## src/rtl/setting_state_controller.sv

```systemverilog
// Egg-timer front end: builds the MM:SS setting from keypad events, sequences
// IDLE/SETTING/RUNNING/STOPPED/ALARM and drives the countdown-stage controls.
module setting_state_controller #(
  parameter int ALARM_CYCLES = 250000000,
  parameter int BLINK_CYCLES = 12500000,
  parameter int ZERO_GUARD   = 2
) (
  input  logic       clk,
  input  logic       reset,
  input  logic       keyValid,
  input  logic [3:0] keyCode,
  input  logic       isZero,
  output logic [3:0] setting0,
  output logic [3:0] setting1,
  output logic [3:0] setting2,
  output logic [3:0] setting3,
  output logic       isSetting,
  output logic       isStarting,
  output logic       isStopping,
  output logic       isRunning,
  output logic       alarm
);

  localparam int AW = (ALARM_CYCLES > 1) ? $clog2(ALARM_CYCLES) : 1;
  localparam int BW = (BLINK_CYCLES > 1) ? $clog2(BLINK_CYCLES) : 1;
  localparam int GW = (ZERO_GUARD > 0) ? $clog2(ZERO_GUARD + 1) : 1;
  localparam logic [AW-1:0] ALARM_LOAD = AW'(ALARM_CYCLES - 1);
  localparam logic [BW-1:0] BLINK_LOAD = BW'(BLINK_CYCLES - 1);
  localparam logic [GW-1:0] GUARD_LOAD = GW'(ZERO_GUARD);

  typedef enum logic [2:0] {
    S_IDLE, S_SETTING, S_RUNNING, S_STOPPED, S_ALARM
  } state_t;

  state_t        state, state_nx;
  logic [3:0]    s0_nx, s1_nx, s2_nx, s3_nx;
  logic [GW-1:0] gcnt, gcnt_nx;
  logic [AW-1:0] acnt, acnt_nx;
  logic [BW-1:0] bcnt, bcnt_nx;
  logic          alarm_nx, starting_nx, stopping_nx;
  logic          key_digit, key_clear, key_ss, set_nonzero;

  assign key_digit   = keyValid && (keyCode <= 4'd9);
  assign key_clear   = keyValid && (keyCode == 4'hA);
  assign key_ss      = keyValid && (keyCode == 4'hB);
  assign set_nonzero = |{setting3, setting2, setting1, setting0};

  always_comb begin
    state_nx    = state;
    s0_nx       = setting0;
    s1_nx       = setting1;
    s2_nx       = setting2;
    s3_nx       = setting3;
    gcnt_nx     = gcnt;
    acnt_nx     = acnt;
    bcnt_nx     = bcnt;
    alarm_nx    = 1'b0;
    starting_nx = 1'b0;
    stopping_nx = 1'b0;
    case (state)
      S_IDLE, S_SETTING: begin
        // A seconds-ones digit above 5 cannot become a valid seconds-tens digit.
        if (key_digit && (setting0 <= 4'd5)) begin
          s3_nx    = setting2;
          s2_nx    = setting1;
          s1_nx    = setting0;
          s0_nx    = keyCode;
          state_nx = S_SETTING;
        end else if (key_clear) begin
          {s3_nx, s2_nx, s1_nx, s0_nx} = '0;
          state_nx = S_IDLE;
        end else if (key_ss && set_nonzero) begin
          state_nx    = S_RUNNING;
          starting_nx = 1'b1;
          gcnt_nx     = GUARD_LOAD;
        end
      end
      S_RUNNING: begin
        // isZero lags the countdown load, so it is ignored until the guard expires.
        if ((gcnt == '0) && isZero) begin
          state_nx = S_ALARM;
          acnt_nx  = ALARM_LOAD;
          bcnt_nx  = BLINK_LOAD;
          alarm_nx = 1'b1;
        end else begin
          if (gcnt != '0) gcnt_nx = gcnt - GW'(1);
          if (key_clear) begin
            {s3_nx, s2_nx, s1_nx, s0_nx} = '0;
            state_nx = S_IDLE;
          end else if (key_ss) begin
            state_nx    = S_STOPPED;
            stopping_nx = 1'b1;
          end
        end
      end
      S_STOPPED: begin
        if (key_clear) begin
          {s3_nx, s2_nx, s1_nx, s0_nx} = '0;
          state_nx = S_IDLE;
        end else if (key_ss) begin
          state_nx = S_RUNNING;
          gcnt_nx  = GUARD_LOAD;
        end
      end
      S_ALARM: begin
        if (keyValid || (acnt == '0)) begin
          state_nx = S_IDLE;
        end else begin
          acnt_nx = acnt - AW'(1);
          if (bcnt == '0) begin
            alarm_nx = ~alarm;
            bcnt_nx  = BLINK_LOAD;
          end else begin
            alarm_nx = alarm;
            bcnt_nx  = bcnt - BW'(1);
          end
        end
      end
      default: state_nx = S_IDLE;
    endcase
  end

  always_ff @(posedge clk) begin
    if (reset) begin
      state      <= S_IDLE;
      setting0   <= '0;
      setting1   <= '0;
      setting2   <= '0;
      setting3   <= '0;
      gcnt       <= '0;
      acnt       <= '0;
      bcnt       <= '0;
      isSetting  <= 1'b1;
      isStarting <= 1'b0;
      isStopping <= 1'b0;
      isRunning  <= 1'b0;
      alarm      <= 1'b0;
    end else begin
      state      <= state_nx;
      setting0   <= s0_nx;
      setting1   <= s1_nx;
      setting2   <= s2_nx;
      setting3   <= s3_nx;
      gcnt       <= gcnt_nx;
      acnt       <= acnt_nx;
      bcnt       <= bcnt_nx;
      isSetting  <= (state_nx == S_IDLE) || (state_nx == S_SETTING);
      isStarting <= starting_nx;
      isStopping <= stopping_nx;
      isRunning  <= (state_nx == S_RUNNING);
      alarm      <= alarm_nx;
    end
  end

endmodule

```

## config.mk

```make
export PLATFORM = sky130hd
export DESIGN_NAME = setting_state_controller
export DESIGN_NICKNAME = d
export VERILOG_FILES = /design/src/rtl/setting_state_controller.sv
export SDC_FILE = /design/constraint.sdc
export NUM_CORES = 1
export LEC_CHECK = 0
export BUFFER_PORTS_ARGS = -buffer_cell sky130_fd_sc_hd__buf_4
export CORE_MARGIN = 1.5
export CORE_UTILIZATION = 60
export DETAILED_ROUTE_END_ITERATION = 12
export PLACE_DENSITY = 0.83
export SLEW_MARGIN = 20
export SYNTH_ARGS = -nofsm -noshare
export SYNTH_HDL_FRONTEND = slang
export SYNTH_SLANG_ARGS = --single-unit
```

## constraint.sdc

```tcl
create_clock -name clk -period 3 [get_ports clk]
set_input_delay 0.6 -clock clk [delete_from_list [all_inputs] [get_ports clk]]
set_output_delay 0.6 -clock clk [all_outputs]
set_load 0.005 [all_outputs]
```

**Yosys cells after proc, flatten, opt, wreduce, memory -nomap -nowiden**

Index checks and enable logic that the tools add are counted.

- Bitwise gates (word level): 3
- Equality and inequality tests: 18
- Add/subtract/negate cells: 3
- Multiplexer cells: 47
- Reduce and logical (&&, ||, !) cells: 23
- $lt $le $gt $ge: 2

Operators by type and width:

| kind | number |
|---|---|
| 2-to-1 mux 24 bit | 3 |
| 2-to-1 mux 28 bit | 2 |
| case mux 28 bit (2 select lines) | 1 |
| 2-to-1 mux 4 bit | 12 |
| case mux 24 bit (2 select lines) | 1 |
| case mux 4 bit (3 select lines) | 4 |
| zero test 28 bit | 1 |
| subtractor 28 x 1 -> 28 bit, second input constant | 1 |
| 2-to-1 mux 3 bit | 9 |
| zero test 24 bit | 1 |
| subtractor 24 x 1 -> 24 bit, second input constant | 1 |
| inequality test 2 bit, second input constant | 9 |
| OR reduction 16 bit | 1 |
| 2-to-1 mux 2 bit | 7 |
| case mux 3 bit (4 select lines) | 1 |
| equality test 3 x 2 -> 1 bit, second input constant | 3 |
| equality test 4 bit, second input constant | 2 |
| AND reduction 8 bit | 1 |
| OR reduction 4 bit | 2 |
| equality test 3 x 1 -> 1 bit, second input constant | 2 |
| logical AND 1 bit | 6 |
| zero test 3 bit | 2 |
| case mux 2 bit (3 select lines) | 1 |
| 2-to-1 mux 1 bit | 5 |
| 14 further kinds | 18 |

- Input bits: 8
- Logic and storage cells: 109
- Output and inout port bits: 21
- Register bits after elaboration: 78

**Logic depth before layout (Yosys ltp)**

- Word-level depth: 9
- Depth in mapped cells: 8
- Mapped depth without buffers: 7

**Worst setup path after synthesis**

No wires, ideal clock.

- Path type: flip-flop to flip-flop
- Start point: register acnt[19]
- End point: register bcnt[4]
- Arrival time: 2,176 ps
- Cell stages (with the launch flop): 8
- Buffers on the path: 2
- Library setup time: 136 ps
- Path slack: 688 ps
- Period minus slack after synthesis: 2,312 ps
- Cell sequence: dfxtp_1 > or4_4 > or4_4 > buf_6 > o21a_2 > buf_6 > o32ai_1 > a311oi_1

- Word-level cells in the longest chain between the ends: 4

RTL lines:

| element | line | RTL |
|---|---|---|
| start: declaration | 38 | `logic [AW-1:0] acnt, acnt_nx;` |
| start signal: assignment | 145 | `acnt <= acnt_nx;` |
| zero test 28 bit | 106 | `if (keyValid \|\| (acnt == '0)) begin` |
| logical OR 1 bit | 106 |  |
| inequality test 2 bit (no source line) | -- |  |
| AND reduction 3 bit (no source line) | -- |  |
| end signal: assignment | 146 | `bcnt <= bcnt_nx;` |
| end: declaration | 39 | `logic [BW-1:0] bcnt, bcnt_nx;` |

Every way passes these cells.
A chain may end at the register's enable or synchronous reset.

**Worst setup path in the final report**

- Start point: register acnt[19]
- End point: register bcnt[1]

The elaborated chain is that of the path after synthesis.

==> impl_results.md <==
- CTS tree: done
- Placed Cells: approximately 570
- Main synth FF type: dfxtp_1
- Top-area cell type share of the netlist area: a little under two fifths
- Gate Count Post-Synth: between 400 and 500
- Setup CP Type: reg -> reg
- Period utilisation layout: 87.1%
- Largest area contributor in the netlist: dfxtp_1
- Clk_skew: between 7 and 8 ps
- Core area: ~0.0065 mm²
- Most frequent cell after synthesis: dfxtp_1
- Worst vdd ir: about 350 µV
- Most used cell, CP: or4_4
- Power per Cell Area: 481 mW/mm²
- Synth area leaders: dfxtp_1 (38%), a21oi_1 (3.7%), nor3_1 (3.7%)
- Synth Cell Area: ~0.0041 mm²
- DR DRC count: 2
- First-pass GRT wire length: 16700 µm
- Die height: around 86 µm
- Clock sink count: around 80
- Number of global-route vias before repair: approximately 3600
- Failing checks: DRC
- Final ANT Viol Nets: 0
- LEAKAGE: ~1.7 nW
- Port buffer count: 28
- Die area: around 0.0073 mm²
- Setup bufs post-CTS: 0
- Crit start category: flop
- Chip Width: 85.6 µm
- Worst Path Required: approximately 3200 ps
- Part of the Yosys area used for sequential elements: a little under two fifths
- Worst Hold Class: reg -> reg
- Crit-path cells: or4_4 -> or4_4 -> o21a_2 -> nor2_1 -> a221oi_1
- Gr usage total: between 20 and 30%
- ANT cells: 0
- CP Capture Type: flop
- Post-synth ARST share: 0%
- Final Routed Wirelength: a little over 10000 µm
- Max Clk Rate: ~380 MHz
- Initial antenna violation count: 0
- I/O Pins: 29
- Layout cells sized above 1: 14.1%
- 1st-iter DRT viols: around 300
- Vias: 3965
- TritonCTS Buffers: 9
- Final min period: between 2000 and 3000 ps
- EDFF count, synth: 0
- Max_slew headroom: between 50% and 60%
- Worst-path clk slew: roughly 80 ps
- Setup-failing EPs final: 0
- Syn Area/Cell: 8.46 µm²
- Netlist cell types: 70
- Warnings, synthesis: 0
- WL/cell: roughly 17 µm
- CTS Buffer Depth: 2
- Nets: a little over 500
- Pins Over Slew Limit: 0
- Pin count of the biggest net entering global routing: 67
- R2r setup slk: approximately 390 ps
- Via density: slightly below 7
- Post-Syn Nets: 496
- Max incr delay on CP: ~570 ps
- Root Driver: clkbuf_8
- # hold bufs at CTS: 0
- Actual slew at the worst max-slew pin: 716 ps
- Post-Layout Cell Count: approximately 580
- GPL Wtd Cong: about 0.85
- Starting density of the core: 63.4%
- Slowest-stage cell, CP: or4_4
- Arrival time at the worst endpoint: roughly 2800 ps
- H-tree depth: 3
- Synthesized flop and latch total: 78
- Detailed placement HPWL: around 6600 µm
- Final Hold Violating Endpoints: 0
- Pre-Repair DR Iteration Count: 9
- Setup repair after global routing missed its margin: no
- Worst hold slack: approximately 470 ps
- Largest fanout on the critical path: 34
- Total grt overflow: 0
- Setup TNS: 0 ps
- Max-cap check violation count: 0
- Post-cts sizing count: 0
- Clock latency at the later pin of the worst-skew pair: 350 ps
- Row count: 29
- Outcome: finished with violations
- Synth cell count leaders: dfxtp_1 (78), nand2_1 (32), a21oi_1 (30), nor3_1 (30)
- Layout area overhead: 11.6%
## through the flow
stage               util [%]  cell area [µm²]  total power (W)  setup slack [ps]
floorplan                  -             4090          0.00121               688
global placement        66.9             4320          0.00126               441
detailed placement      66.9             4320          0.00126               351
CTS                     70.7             4570          0.00220               381
global route            70.7             4570          0.00226               181
finish                  70.7             4570          0.00220               387
## worst max-delay path: cells and delay by family (launching register included)
family / cells / cell delay (ps)
and+or+nand+nor: 3 / 1500
AOI/OAI and AO/OA: 2 / 610
DFF: 1 / 350
## report_power, final
group / internal (W) / leakage [nW] / total, W / switching [W]
sequential: 0.00105 / 0.629 / 0.00106 / 0.0000155
clock: 0.000574 / 0.126 / 0.000955 / 0.000382
combinational: 0.0000653 / 0.976 / 0.000183 / 0.000118
total: 0.00168 / 1.73 / 0.00220 / 0.000515
## cells in the final DEF, fill, tap and decap left out, types with 7 or more instances in the layout
cell type  count
a21oi_1       30
a31oi_1       12
buf_4         38
clkbuf_8      10
dfxtp_1       78
inv_1         20
nand2_1       32
nand3_1       25
nand4_1        8
nor2_1        19
nor3_1        30
nor4_1        20
o2111ai_1      8
o21ai_0       10
o22ai_1        7
o31ai_1       10
or3_1         18
or4_1         10
## routing by layer
layer	vias to the layer above	share of wire (%)	global-route usage, %
met5	-	0	0
met4	0	1.1	8.06
met3	14	5.2	5.77
met2	113	49	46.8
met1	1940	45	36.4
li1	1898	-	-
## path summary, 6_finish.rpt
path              startpoint       end  depth (start not counted)
setup reg to reg    acnt[19]   bcnt[1]                          5
setup / recovery    acnt[19]   bcnt[1]                          5
hold / removal      bcnt[19]  bcnt[19]                          2
hold reg to reg     bcnt[19]  bcnt[19]                          2
## cell type report
| class | instances | area [µm²] |
|---|---|---|
| tap | 77 | 96.3 |
| clock buffer | 10 | 138 |
| clock inverter | 6 | 109 |
| inverter | 20 | 75.1 |
| fill | 520 | 1890 |
| timing repair buffer | 39 | 305 |
| multi-input combinational | 351 | 2280 |
| sequential | 78 | 1560 |
## registers in the layout (all words and copies together) (netlist names)
signal,count
isRunning,1
setting2,4
setting0,4
setting1,4
setting3,4
isStarting,1
acnt,28
gcnt,2
alarm,1
isStopping,1
isSetting,1
state,3
bcnt,24
## logic make-up after synthesis
kind of cell / Yosys count / synth area share (%)
buf+inv: 55 / 6.02
mux: 2 / 0.489
xor+xnor: 10 / 2.14
simple gates: 200 / 28.2
flops: 78 / 38.2
compound gates: 135 / 23.8
fa+ha+maj: 4 / 1.22
Note: power is estimated with default switching activity, not from simulation.
